## config.mk

```make
export PLATFORM = sky130hd
export DESIGN_NAME = pwm_capture
export DESIGN_NICKNAME = d
export VERILOG_FILES = /design/src/rtl/pwm_capture.sv
export SDC_FILE = /design/constraint.sdc
export NUM_CORES = 1
export LEC_CHECK = 0
export ABC_CLOCK_PERIOD_IN_PS = 4250
export CAP_MARGIN = 5
export CORE_UTILIZATION = 55
export CTS_CLUSTER_DIAMETER = 60
export CTS_CLUSTER_SIZE = 20
export DETAILED_ROUTE_END_ITERATION = 8
export PLACE_DENSITY = 0.84
export SYNTH_ARGS = -nofsm -noshare
export SYNTH_HDL_FRONTEND = slang
export SYNTH_SLANG_ARGS = --single-unit
```

## constraint.sdc

```tcl
create_clock -name clock -period 4.25 [get_ports clock]
set_input_delay 0.85 -clock clock [delete_from_list [all_inputs] [get_ports clock]]
set_output_delay 0.85 -clock clock [all_outputs]
set_load 0.02 [all_outputs]
```

## src/rtl/pwm_capture.sv

```systemverilog
// pwm_capture: two-channel PWM input capture (high time and period, in clock
// cycles) read and controlled through the CPU custom-instruction port.
// Optional glitch filter on each input: define PWM_CAPTURE_FILTER_EN.

module pwm_capture_ch #(
   parameter int unsigned      CNT_W      = 20,
   parameter logic [CNT_W-1:0] TIMEOUT    = '1,
   parameter int unsigned      FILTER_LEN = 4
) (
   input  logic             clock,
   input  logic             reset,
   input  logic             pin,
   input  logic             en,
   input  logic             clr_valid,
   input  logic             clr_stale,
   output logic             level,
   output logic [CNT_W-1:0] width,
   output logic [CNT_W-1:0] period,
   output logic             valid,
   output logic             stale
);
   typedef enum logic [1:0] {ARM, HIGH, LOW} state_t;

   state_t           state_q, state_n;
   logic [CNT_W-1:0] cnt_q, cnt_n, shadow_q, shadow_n, width_n, period_n;
   logic             valid_n, stale_n;
   logic             s1, s2, src, src_d, rise, fall;

   // two-flop synchronizer for the asynchronous pin
   always_ff @(posedge clock) begin
      if (reset) begin
         s1 <= 1'b0;
         s2 <= 1'b0;
      end else begin
         s1 <= pin;
         s2 <= s1;
      end
   end

   assign level = s2;

`ifdef PWM_CAPTURE_FILTER_EN
   localparam int unsigned    FW   = $clog2(FILTER_LEN + 1);
   localparam logic [FW-1:0]  FMAX = FW'(FILTER_LEN - 1);
   logic          filt, filt_d;
   logic [FW-1:0] fcnt;

   // glitch filter: follow s2 only once it has disagreed for FILTER_LEN cycles
   always_ff @(posedge clock) begin
      if (reset) begin
         filt   <= 1'b0;
         filt_d <= 1'b0;
         fcnt   <= '0;
      end else begin
         filt_d <= filt;
         if (s2 != filt) begin
            if (fcnt == FMAX) begin
               filt <= s2;
               fcnt <= '0;
            end else begin
               fcnt <= fcnt + 1'b1;
            end
         end else begin
            fcnt <= '0;
         end
      end
   end

   assign src   = filt;
   assign src_d = filt_d;
`else
   localparam int unsigned flen_unused = FILTER_LEN;
   logic s3;

   // third flop holds the previous level for edge detection
   always_ff @(posedge clock) begin
      if (reset) s3 <= 1'b0;
      else       s3 <= s2;
   end

   assign src   = s2;
   assign src_d = s3;
`endif

   assign rise = src & ~src_d;
   assign fall = ~src & src_d;

   // state and measurement registers
   always_ff @(posedge clock) begin
      if (reset) begin
         state_q  <= ARM;
         cnt_q    <= '0;
         shadow_q <= '0;
         width    <= '0;
         period   <= '0;
         valid    <= 1'b0;
         stale    <= 1'b0;
      end else begin
         state_q  <= state_n;
         cnt_q    <= cnt_n;
         shadow_q <= shadow_n;
         width    <= width_n;
         period   <= period_n;
         valid    <= valid_n;
         stale    <= stale_n;
      end
   end

   // next state: disable, then timeout, take precedence over edges; a capture
   // overrides a same-cycle clear-on-read of valid
   always_comb begin
      state_n  = state_q;
      cnt_n    = cnt_q;
      shadow_n = shadow_q;
      width_n  = width;
      period_n = period;
      valid_n  = valid & ~clr_valid;
      stale_n  = stale & ~clr_stale;
      if (!en) begin
         state_n = ARM;
         cnt_n   = '0;
         valid_n = 1'b0;
      end else if (state_q != ARM && cnt_q == TIMEOUT) begin
         state_n = ARM;
         cnt_n   = '0;
         valid_n = 1'b0;
         stale_n = 1'b1;
      end else begin
         case (state_q)
            HIGH: begin
               cnt_n = cnt_q + 1'b1;
               if (fall) begin
                  shadow_n = cnt_q;
                  state_n  = LOW;
               end
            end
            LOW: begin
               cnt_n = cnt_q + 1'b1;
               if (rise) begin
                  width_n  = shadow_q;
                  period_n = cnt_q;
                  valid_n  = 1'b1;
                  stale_n  = 1'b0;
                  cnt_n    = CNT_W'(1);
                  state_n  = HIGH;
               end
            end
            default: begin
               cnt_n = '0;
               if (rise) begin
                  cnt_n   = CNT_W'(1);
                  state_n = HIGH;
               end
            end
         endcase
      end
   end
endmodule

module pwm_capture #(
   parameter logic [7:0]       customId   = 8'h00,
   parameter int unsigned      CNT_W      = 20,
   parameter logic [CNT_W-1:0] TIMEOUT    = 20'hFFFFF,
   parameter logic [1:0]       EN_RESET   = 2'b11,
   parameter int unsigned      FILTER_LEN = 4
) (
   input  logic        clock,
   input  logic        reset,
   input  logic        start,
   input  logic [7:0]  ciN,
   input  logic [31:0] valueA,
   input  logic [31:0] valueB,
   input  logic [1:0]  pwmIn,
   output logic        done,
   output logic [31:0] result
);
   typedef struct packed {
      logic [1:0] op;
      logic [1:0] sel;
   } ci_req_t;

   ci_req_t                 req;
   logic                    accept;
   logic [1:0]              en, clr_valid, clr_stale, level_a, valid_a, stale_a;
   logic [1:0][CNT_W-1:0]   width_a, period_a;
   logic [31:0]             status, rd_data;
   logic                    unused_bits;

   assign req         = valueA[3:0];
   assign accept      = start && (ciN == customId);
   assign clr_stale   = (accept && req.op == 2'b11) ? valueB[3:2] : 2'b00;
   assign status      = {24'b0, level_a, en, stale_a, valid_a};
   assign unused_bits = ^{valueA[31:4], valueB[31:4]};

   for (genvar g = 0; g < 2; g++) begin : g_ch
      assign clr_valid[g] = accept && req.op == 2'b01 && req.sel == 2'(g);

      pwm_capture_ch #(
         .CNT_W      (CNT_W),
         .TIMEOUT    (TIMEOUT),
         .FILTER_LEN (FILTER_LEN)
      ) u_ch (
         .clock     (clock),
         .reset     (reset),
         .pin       (pwmIn[g]),
         .en        (en[g]),
         .clr_valid (clr_valid[g]),
         .clr_stale (clr_stale[g]),
         .level     (level_a[g]),
         .width     (width_a[g]),
         .period    (period_a[g]),
         .valid     (valid_a[g]),
         .stale     (stale_a[g])
      );
   end

   // read mux; channel selects 2/3 read as zero, control returns old status
   always_comb begin
      rd_data = '0;
      case (req.op)
         2'b00:   if (!req.sel[1]) rd_data = 32'(width_a[req.sel[0]]);
         2'b01:   if (!req.sel[1]) rd_data = 32'(period_a[req.sel[0]]);
         default: rd_data = status;
      endcase
   end

   // response register and enable mask; every accepted start answers next cycle
   always_ff @(posedge clock) begin
      if (reset) begin
         done   <= 1'b0;
         result <= '0;
         en     <= EN_RESET;
      end else begin
         done   <= accept;
         result <= accept ? rd_data : 32'd0;
         if (accept && req.op == 2'b11) en <= valueB[1:0];
      end
   end
endmodule
```

==> metrics, run 1 <==
RSZ-0062 raised after global routing=false; IO Pins=110; area leader, netlist=dfxtp_1; met3 usage=0.05073; Top FF cell, synth=dfxtp_1; post-synthesis sequential area ratio=0.4489; Required @ worst endpoint=4.60 ns; synth-to-layout area growth=12.42%; Vias=6,310; Setup crit start kind=register; Post-synth ARST share=0; total power=3646 uW; Tmin final=2.673 ns; fin nets=995; Slew Viols, Final=0; Post-CTS Setup Inserts=0; Post-synth EDFFs=0; ANT cells=0; FF/Latch Area=0.003944 mm2; Mapped Cells=891; Post-synth top cells=dfxtp_1, nand2b_1, mux2i_1; CP endpoint kind=register; GRT Residual Overflow=0; Mean Syn Cell Area=9.861 um2; critical path class=reg -> reg; multi-input gate area in the final layout=0.004517 mm2; CP Max Fanout=30; clk buf depth=2; max-cap viol count=0; clock root buffer=clkbuf_16; Hold-fix buffers, CTS=0; wire per inst=16.00 um; Die W=128.4 um; cts bufs inserted=17; vias in the first global route=6,110; drt pass-1 iters=5; measured slew at the worst slew-check pin=0.9043 ns; Detailed Place HPWL=11,740 um; class of the worst hold path=reg -> reg; Synth area leaders=dfxtp_1, mux2i_1, nand2b_1, nor3_1, xnor2_1; cell area power density=369.2 mW/mm2; most frequent cell after synthesis=dfxtp_1; Crit path arrival time=3.02 ns; Most Crowded Layer GR=met2; Peak VDD IR=0.0002888 V; GR met1 Demand/Resource=0.3002; clock latency on the worst-skew pair=0.43 ns; initial antenna violation count=0; port bufs=41; Routed WL=18,110 um; starting density of the core=0.5716; TNS Setup=0 ns; skew final=0.008392 ns; synthesized flop and latch total=197; fmax=0.3742 GHz; final hold vios=0; Global Route Usage Sum=0.2331; CTS tree=yes; Slew HR=0.3971; Leak Pwr=0.003402 uW; GR Util met2=0.3838; Netlist cell types=52; Worst-path clk slew=0.06 ns; H-tree Lvls=4; # rows=45; Synth top area share=0.4489; largest net degree at the start of global routing=110; Mapped Area=0.008786 mm2; core area=0.01537 mm2; gpl congestion=0.8208; Initial DRC Count=421; fin crit share=0.6289; vias per cell=5.574; Fill cells=1,214; CTS resizes=0; status=finished, final reports clean; clk sinks=197; global-route wire length before repair=30,100 um; die area=0.01648 mm2; Setup violations, final=0; Post-route DRC=0; yosys warns=0; share of cells above drive strength 1=0.06080; Routed Antenna Nets=0; Die Span Y=128.4 um
[sequential cells by signal, indices dropped and copies added (netlist names)]
register / cells
g_ch.u_ch.level: 2
g_ch.u_ch.s1: 2
en: 2
done: 1
g_ch.u_ch.state_q: 4
g_ch.u_ch.stale: 2
g_ch.u_ch.width: 40
result: 20
g_ch.u_ch.s3: 2
g_ch.u_ch.valid: 2
g_ch.u_ch.shadow_q: 40
g_ch.u_ch.cnt_q: 40
g_ch.u_ch.period: 40
[where the power goes]
group | internal (uW) | switching (uW) | leakage (uW)
logic | 62.4 | 72.4 | 0.00152
clock network | 990 | 665 | 0.000295
registers | 1850 | 4.82 | 0.00159
[worst paths after layout]
| kind | slack (ns) | to | from | cells after the start |
|---|---|---|---|---|
| worst max-delay path | 1.58 | g_ch[0].u_ch.period[4]$_SDFFE_PP0P_ | g_ch[0].u_ch.cnt_q[4]$_SDFF_PP0_ | 5 |
| worst min-delay path | 0.44 | g_ch[1].u_ch.level$_SDFF_PP0_ | g_ch[1].u_ch.s1$_SDFF_PP0_ | 1 |
| worst max register to register | 1.58 | g_ch[0].u_ch.period[4]$_SDFFE_PP0P_ | g_ch[0].u_ch.cnt_q[4]$_SDFF_PP0_ | 5 |
| worst min register to register | 0.44 | g_ch[1].u_ch.level$_SDFF_PP0_ | g_ch[1].u_ch.s1$_SDFF_PP0_ | 1 |
[worst max-delay path: stages, from the launching register on]
cell and delay [ns]:
dfxtp_1 0.43, nand4_1 0.46, or4_4 0.77, o21ai_4 0.16, buf_4 0.49, mux2i_1 0.27
[cell usage in the layout (no fill, tap or decap), types with 11 or more instances in the layout]
cell type	synthesis	final
dfxtp_1	197	197
nand2b_1	158	158
mux2i_1	150	150
clkdlybuf4s50_1	0	39
nor2_1	38	38
nor3_1	35	35
inv_1	21	21
xnor2_1	20	20
nand2_1	19	19
nand3_1	17	17
clkbuf_16	0	17
nand4_1	16	16
o21ai_0	16	16
o22a_1	15	15
nor2b_1	12	12
or3_1	12	12
conb_1	1	12
a21oi_1	13	11
[logic make-up (layout without fill, tap and decap cells)]
family	Yosys count	count (layout)	share of synthesized area
xor+xnor	29	29	0.02891
mux	155	155	0.1786
other cells	1	12	0.0004268
buf+inv	82	101	0.04472
compound gates	74	74	0.05867
simple gates	345	345	0.2284
fa+ha+maj	8	8	0.01139
flops	197	197	0.4489
[per-stage QoR]
stage,worst slack (ns),utilization,std cells,hold slack (ns),cell area (um2)
finish,1.577,0.6426,1132,0.4375,9877
global route,1.385,0.6426,1132,0.4621,9877
detailed placement,1.301,0.6033,1102,0.4269,9274
global placement,1.323,0.6033,1102,0.4180,9274
floorplan,2.024,-,902,0.4138,8827
CTS,1.580,0.6426,1132,0.4430,9877
[layer usage]
layer,share of wire,vias to the layer above,wire [um]
li1,-,3093,-
met1,0.46,3045,8379
met2,0.47,140,8545
met3,0.040,32,722
met4,0.026,0,463
met5,0,-,0
[area by class of cell]
cell class | count | area share
multi-input combinational | 623 | 0.4573
sequential | 197 | 0.3993
timing repair buffer | 50 | 0.04763
clock buffer | 20 | 0.04522
tap | 211 | 0.02673
clock inverter | 10 | 0.01583
inverter | 21 | 0.007981
(Power assumes the default switching activity.)
==> run 2, diff against run 1 <==
- ABC_CLOCK_PERIOD_IN_PS: 4250 -> 2300
- CORE_UTILIZATION: 55 -> 50
- PLACE_DENSITY: 0.84 -> 0.81
- clock period: 4.25 -> 2.3 ns (I/O delays scaled with it)
==> run 2 against run 1 <==
Die area is 9.8% higher. Critical path type unchanged. Clock skew hardly changed. Fmax is 31% higher. Sequential power is 84% higher. Wire length is 2.3% higher. Sequential cell count stayed put. Cell area is 2.8% higher. Highest routed layer unchanged. Sequential share of layout area is 1.1 points lower. Register-to-register slack worse by 1.3 ns. Critical path depth stayed put. Utilization is 5.4 points lower.
==> metrics, run 2 (synthesis results as in run 1) <==
cell area power density=666.1 mW/mm2; final hold vios=0; hold path depth=2; Slew HR=0.5715; Peak VDD IR=0.0005884 V; Post-route DRC=0; Routed WL=18,530 um; GRT Residual Overflow=0; class of the worst hold path=in -> reg; fin area=0.01015 mm2; DP Area=0.009534 mm2; Slew Viols, Final=0; global-route wire length before repair=30,910 um; core area=0.01724 mm2; Global Route Usage Sum=0.2169; WP buf/inv=1; Setup crit start kind=register; port bufs=41; Detailed Place HPWL=12,560 um; CTS tree=yes; cells along the critical path=nand4_1 > or4_4 > o21ai_4 > buf_12 > mux2i_1; Initial DRC Count=334; die area=0.01811 mm2; internal power=5317 uW; clock root buffer=clkbuf_16; Worst R2R End=g_ch[0].u_ch.period[14]$_SDFFE_PP0P_; CP peak stage delay=0.66 ns; Required @ worst endpoint=2.66 ns; Tmin final=2.034 ns; Hold-fix buffers, CTS=0; max-cap viol count=0; synth-to-layout area growth=15.52%; clk sinks=197; worst hold path endpoint=g_ch[0].u_ch.s3$_SDFF_PP0_; skew final=0.008619 ns; clock latency on the worst-skew pair=0.44 ns; commonest non-fill, non-tap cells in the layout=dfxtp_1, nand2b_1, mux2i_1; CP Max Fanout=14; ANT cells=0; Reg2Reg Launch Point=g_ch[0].u_ch.cnt_q[5]$_SDFF_PP0_; sequential share of power=0.507; # rows=48; RSZ-0062 raised after global routing=false; CTS resizes=0; Crit path arrival time=2.39 ns; H-tree Lvls=4; vias in the first global route=6,334; switching share of power=0.2135; delay-heaviest family, CP=simple AND/OR/NAND/NOR gates; status=finished, final reports clean; critical path class=reg -> reg; Setup violations, final=0; fmax=0.4916 GHz; vias per cell=5.435; combinational share of power=0.040; starting density of the core=0.5097; cts bufs inserted=17; share of cells above drive strength 1=0.08870; Die Span Y=134.6 um; wire per inst=15.81 um; Die W=134.6 um; total power=6760 uW; TNS Setup=0 ns; Vias=6,370; clk buf depth=2; drt pass-1 iters=5; fin nets=1,019; IO Pins=110; most common cell after layout, fill and taps aside=dfxtp_1; fin crit share=0.8845; measured slew at the worst slew-check pin=0.6428 ns; gpl congestion=0.8530; clock share of power=0.453; CP endpoint kind=register; initial antenna violation count=0; largest net degree at the start of global routing=129; Psw=1444 uW; CP max stage cell=or4_4; Routed Antenna Nets=0; Worst-path clk slew=0.07 ns; post-layout util=0.5889; Post-CTS Setup Inserts=0; hold path startpoint=reset; Reg2Reg Depth=5; R2R setup slack=0.27 ns; Leak Pwr=0.003542 uW; Fill cells=1,440
-- run 2: cell count changes in the layout (fill, tap and decap cells not counted), sizes merged --
cell,before,now
buf,11,35
clkinv,5,7
bufinv,4,3
inv,21,22
-- run 2: worst max-delay path by stage --
stage                                                     from                                     to  slack [ns]  cells after the start
final                         g_ch[0].u_ch.cnt_q[5]$_SDFF_PP0_   g_ch[0].u_ch.period[14]$_SDFFE_PP0P_        0.27                      5
after global routing      g_ch[0].u_ch.state_q[0]$_SDFFE_PP0P_   g_ch[0].u_ch.period[14]$_SDFFE_PP0P_        0.14                      7
after global placement                                  ciN[4]                  result[13]$_SDFF_PP0_        0.10                      7
after floorplan               g_ch[0].u_ch.cnt_q[0]$_SDFF_PP0_      g_ch[0].u_ch.cnt_q[10]$_SDFF_PP0_        0.29                      7
after CTS                     g_ch[1].u_ch.cnt_q[0]$_SDFF_PP0_  g_ch[1].u_ch.shadow_q[7]$_SDFFE_PP0P_        0.09                      6
after detailed placement                                ciN[4]                  result[14]$_SDFF_PP0_        0.08                      7
-- run 2: area by class of cell --
| cell class | instances | area (um2) | area share |
|---|---|---|---|
| clock buffer | 20 | 456.7 | 0.04500 |
| timing repair buffer | 74 | 713.2 | 0.07027 |
| multi-input combinational | 623 | 4523 | 0.4456 |
| inverter | 21 | 78.83 | 0.007766 |
| tap | 225 | 281.5 | 0.02774 |
| clock inverter | 12 | 152.6 | 0.01504 |
| sequential | 197 | 3944 | 0.3886 |
-- run 2: power groups by stage --
stage	sequential, uW	clock, uW	combinational [uW]
final	3430	3070	268
after CTS	3430	3090	264
after detailed placement	3510	0	263
after global routing	3430	3240	289
after floorplan	3500	0	197
after global placement	3500	0	259
-- run 2: layer usage --
metal | GRT usage | vias up | wire (um)
li1 | - | 3147 | -
met1 | 0.2725 | 3061 | 8712
met2 | 0.3690 | 133 | 8893
met3 | 0.03941 | 29 | 571
met4 | 0.08489 | 0 | 353
met5 | 0 | - | 0
-- run 2: stage by stage --
step / std cells / hold WS [ns] / setup slack [ns]
floorplan: 902 / 0.4138 / 0.2883
global placement: 1140 / 0.4165 / 0.1031
detailed placement: 1140 / 0.4246 / 0.07738
CTS: 1172 / 0.3933 / 0.08935
global route: 1172 / 0.4264 / 0.1398
finish: 1172 / 0.4057 / 0.2656
==> run 3, diff against run 2 <==
- CORE_MARGIN: unset -> 1.5
==> run 3 against run 2 <==
Final cell count unchanged. Register-to-register slack worse by 0.05 ns. Worst hold slack worse by 0.0045 ns. Critical endpoint is now g_ch[0].u_ch.period[7]$_SDFFE_PP0P_. Largest cell class unchanged. Largest power group unchanged.
==> metrics, run 3 (synthesis results as in run 1) <==
CTS resizes=0; Setup crit start kind=register; core area=0.01724 mm2; H-tree Lvls=4; final hold vios=0; clock latency on the worst-skew pair=0.44 ns; Most Crowded Layer GR=met2; share of cells above drive strength 1=0.08870; CP endpoint kind=register; gpl congestion=0.8184; Required @ worst endpoint=2.66 ns; vias in the first global route=6,237; Layout Cells excl Fill=1,172; Routed WL=18,600 um; vias per cell=5.433; Post-CTS Setup Inserts=0; CP Max Fanout=14; most common cell after layout, fill and taps aside=dfxtp_1; GRT Residual Overflow=0; cell area power density=676.6 mW/mm2; hold_ws=0.4012 ns; initial antenna violation count=0; Crit path arrival time=2.45 ns; cts bufs inserted=17; max-cap viol count=0; fin nets=1,019; fin crit share=0.9077; # rows=48; delay-heaviest family, CP=simple AND/OR/NAND/NOR gates; ANT cells=0; starting density of the core=0.5097; Hold-fix buffers, CTS=0; commonest non-fill, non-tap cells in the layout=dfxtp_1, nand2b_1, mux2i_1; status=finished, final reports clean; Initial DRC Count=393; wire per inst=15.87 um; CP peak stage delay=0.56 ns; drt pass-1 iters=5; CTS tree=yes; Post-route DRC=0; critical path class=reg -> reg; GR met1 Demand/Resource=0.2698; skew final=0.008322 ns; Slew Viols, Final=0; class of the worst hold path=in -> reg; Fill cells=1,423; multi-input gate area in the final layout=0.004517 mm2; fmax=0.4790 GHz; Post-Place Cells=1,140; Leak Pwr=0.003551 uW; cells along the critical path=ha_1 > nand3_2 > or4_4 > o21ai_4 > buf_12 > mux2i_1; Routed Antenna Nets=0; clk buf depth=2; clock root buffer=clkbuf_16; Global Route Usage Sum=0.2129; Die W=135.6 um; measured slew at the worst slew-check pin=0.5266 ns; port bufs=41; largest net degree at the start of global routing=89; synth-to-layout area growth=15.82%; IO Pins=110; Vias=6,368; Peak VDD IR=0.0006189 V; FF/Latch Area=0.003944 mm2; GR Util met2=0.3590; Slew HR=0.6482; CP max stage cell=or4_4; met3 usage=0.04789; Worst-path clk slew=0.07 ns; Die Span Y=135.6 um; Detailed Place HPWL=12,370 um; global-route wire length before repair=30,640 um; RSZ-0062 raised after global routing=false; TNS Setup=0 ns; Tmin final=2.088 ns; die area=0.01838 mm2; Setup violations, final=0; WP buf/inv=1; clk sinks=197
[run 3: cell types whose count changed in the layout (fill, tap and decap cells not counted)]
cell and change:
clkbuf_1 -1, nor4_2 -1, bufinv_16 +1, clkinv_4 -2, nor4_1 +1, clkbuf_8 +1
clkinvlp_4 +2, clkinv_2 -1
[run 3: layer usage]
layer	wire length, um	vias to the layer above	share of wire
met5	0	-	0
met4	305	0	0.016
met3	556	28	0.030
met2	9143	128	0.49
met1	8594	3067	0.46
li1	-	3145	-
[run 3: cell type report]
| cell class | count | share of cell area |
|---|---|---|
| multi-input cells | 623 | 0.4439 |
| flip-flops and latches | 197 | 0.3876 |
| repair buffers | 74 | 0.07008 |
| clock buffers | 20 | 0.04586 |
| well taps | 225 | 0.02767 |
| clock inverters | 12 | 0.01721 |
| inverters | 21 | 0.007746 |
[run 3: worst paths after layout]
path,from,to,slack (ns),depth (start not counted)
setup / recovery,g_ch[0].u_ch.cnt_q[1]$_SDFF_PP0_,g_ch[0].u_ch.period[7]$_SDFFE_PP0P_,0.21,6
hold / removal,reset,g_ch[0].u_ch.s3$_SDFF_PP0_,0.40,2
setup reg to reg,g_ch[0].u_ch.cnt_q[1]$_SDFF_PP0_,g_ch[0].u_ch.period[7]$_SDFFE_PP0P_,0.21,6
hold reg to reg,g_ch[0].u_ch.s1$_SDFF_PP0_,g_ch[0].u_ch.level$_SDFF_PP0_,0.44,1
[run 3: stage by stage]
stage	cell area (um2)	power, uW	worst slack, ns	util
after floorplan	8827	3700	0.2883	-
after global placement	9534	3764	0.1413	0.5531
after detailed placement	9534	3768	0.01834	0.5531
after CTS	10180	6928	0.1957	0.5904
after global routing	10180	7091	0.06741	0.5904
final	10180	6885	0.2124	0.5904
[run 3: power by group]
| part | internal (uW) | leakage (uW) | switching [uW] |
|---|---|---|---|
| Sequential | 3420 | 0.00159 | 7.89 |
| Combinational | 127 | 0.00166 | 137 |
| Clock | 1910 | 0.000308 | 1290 |
| Total | 5450 | 0.00355 | 1430 |
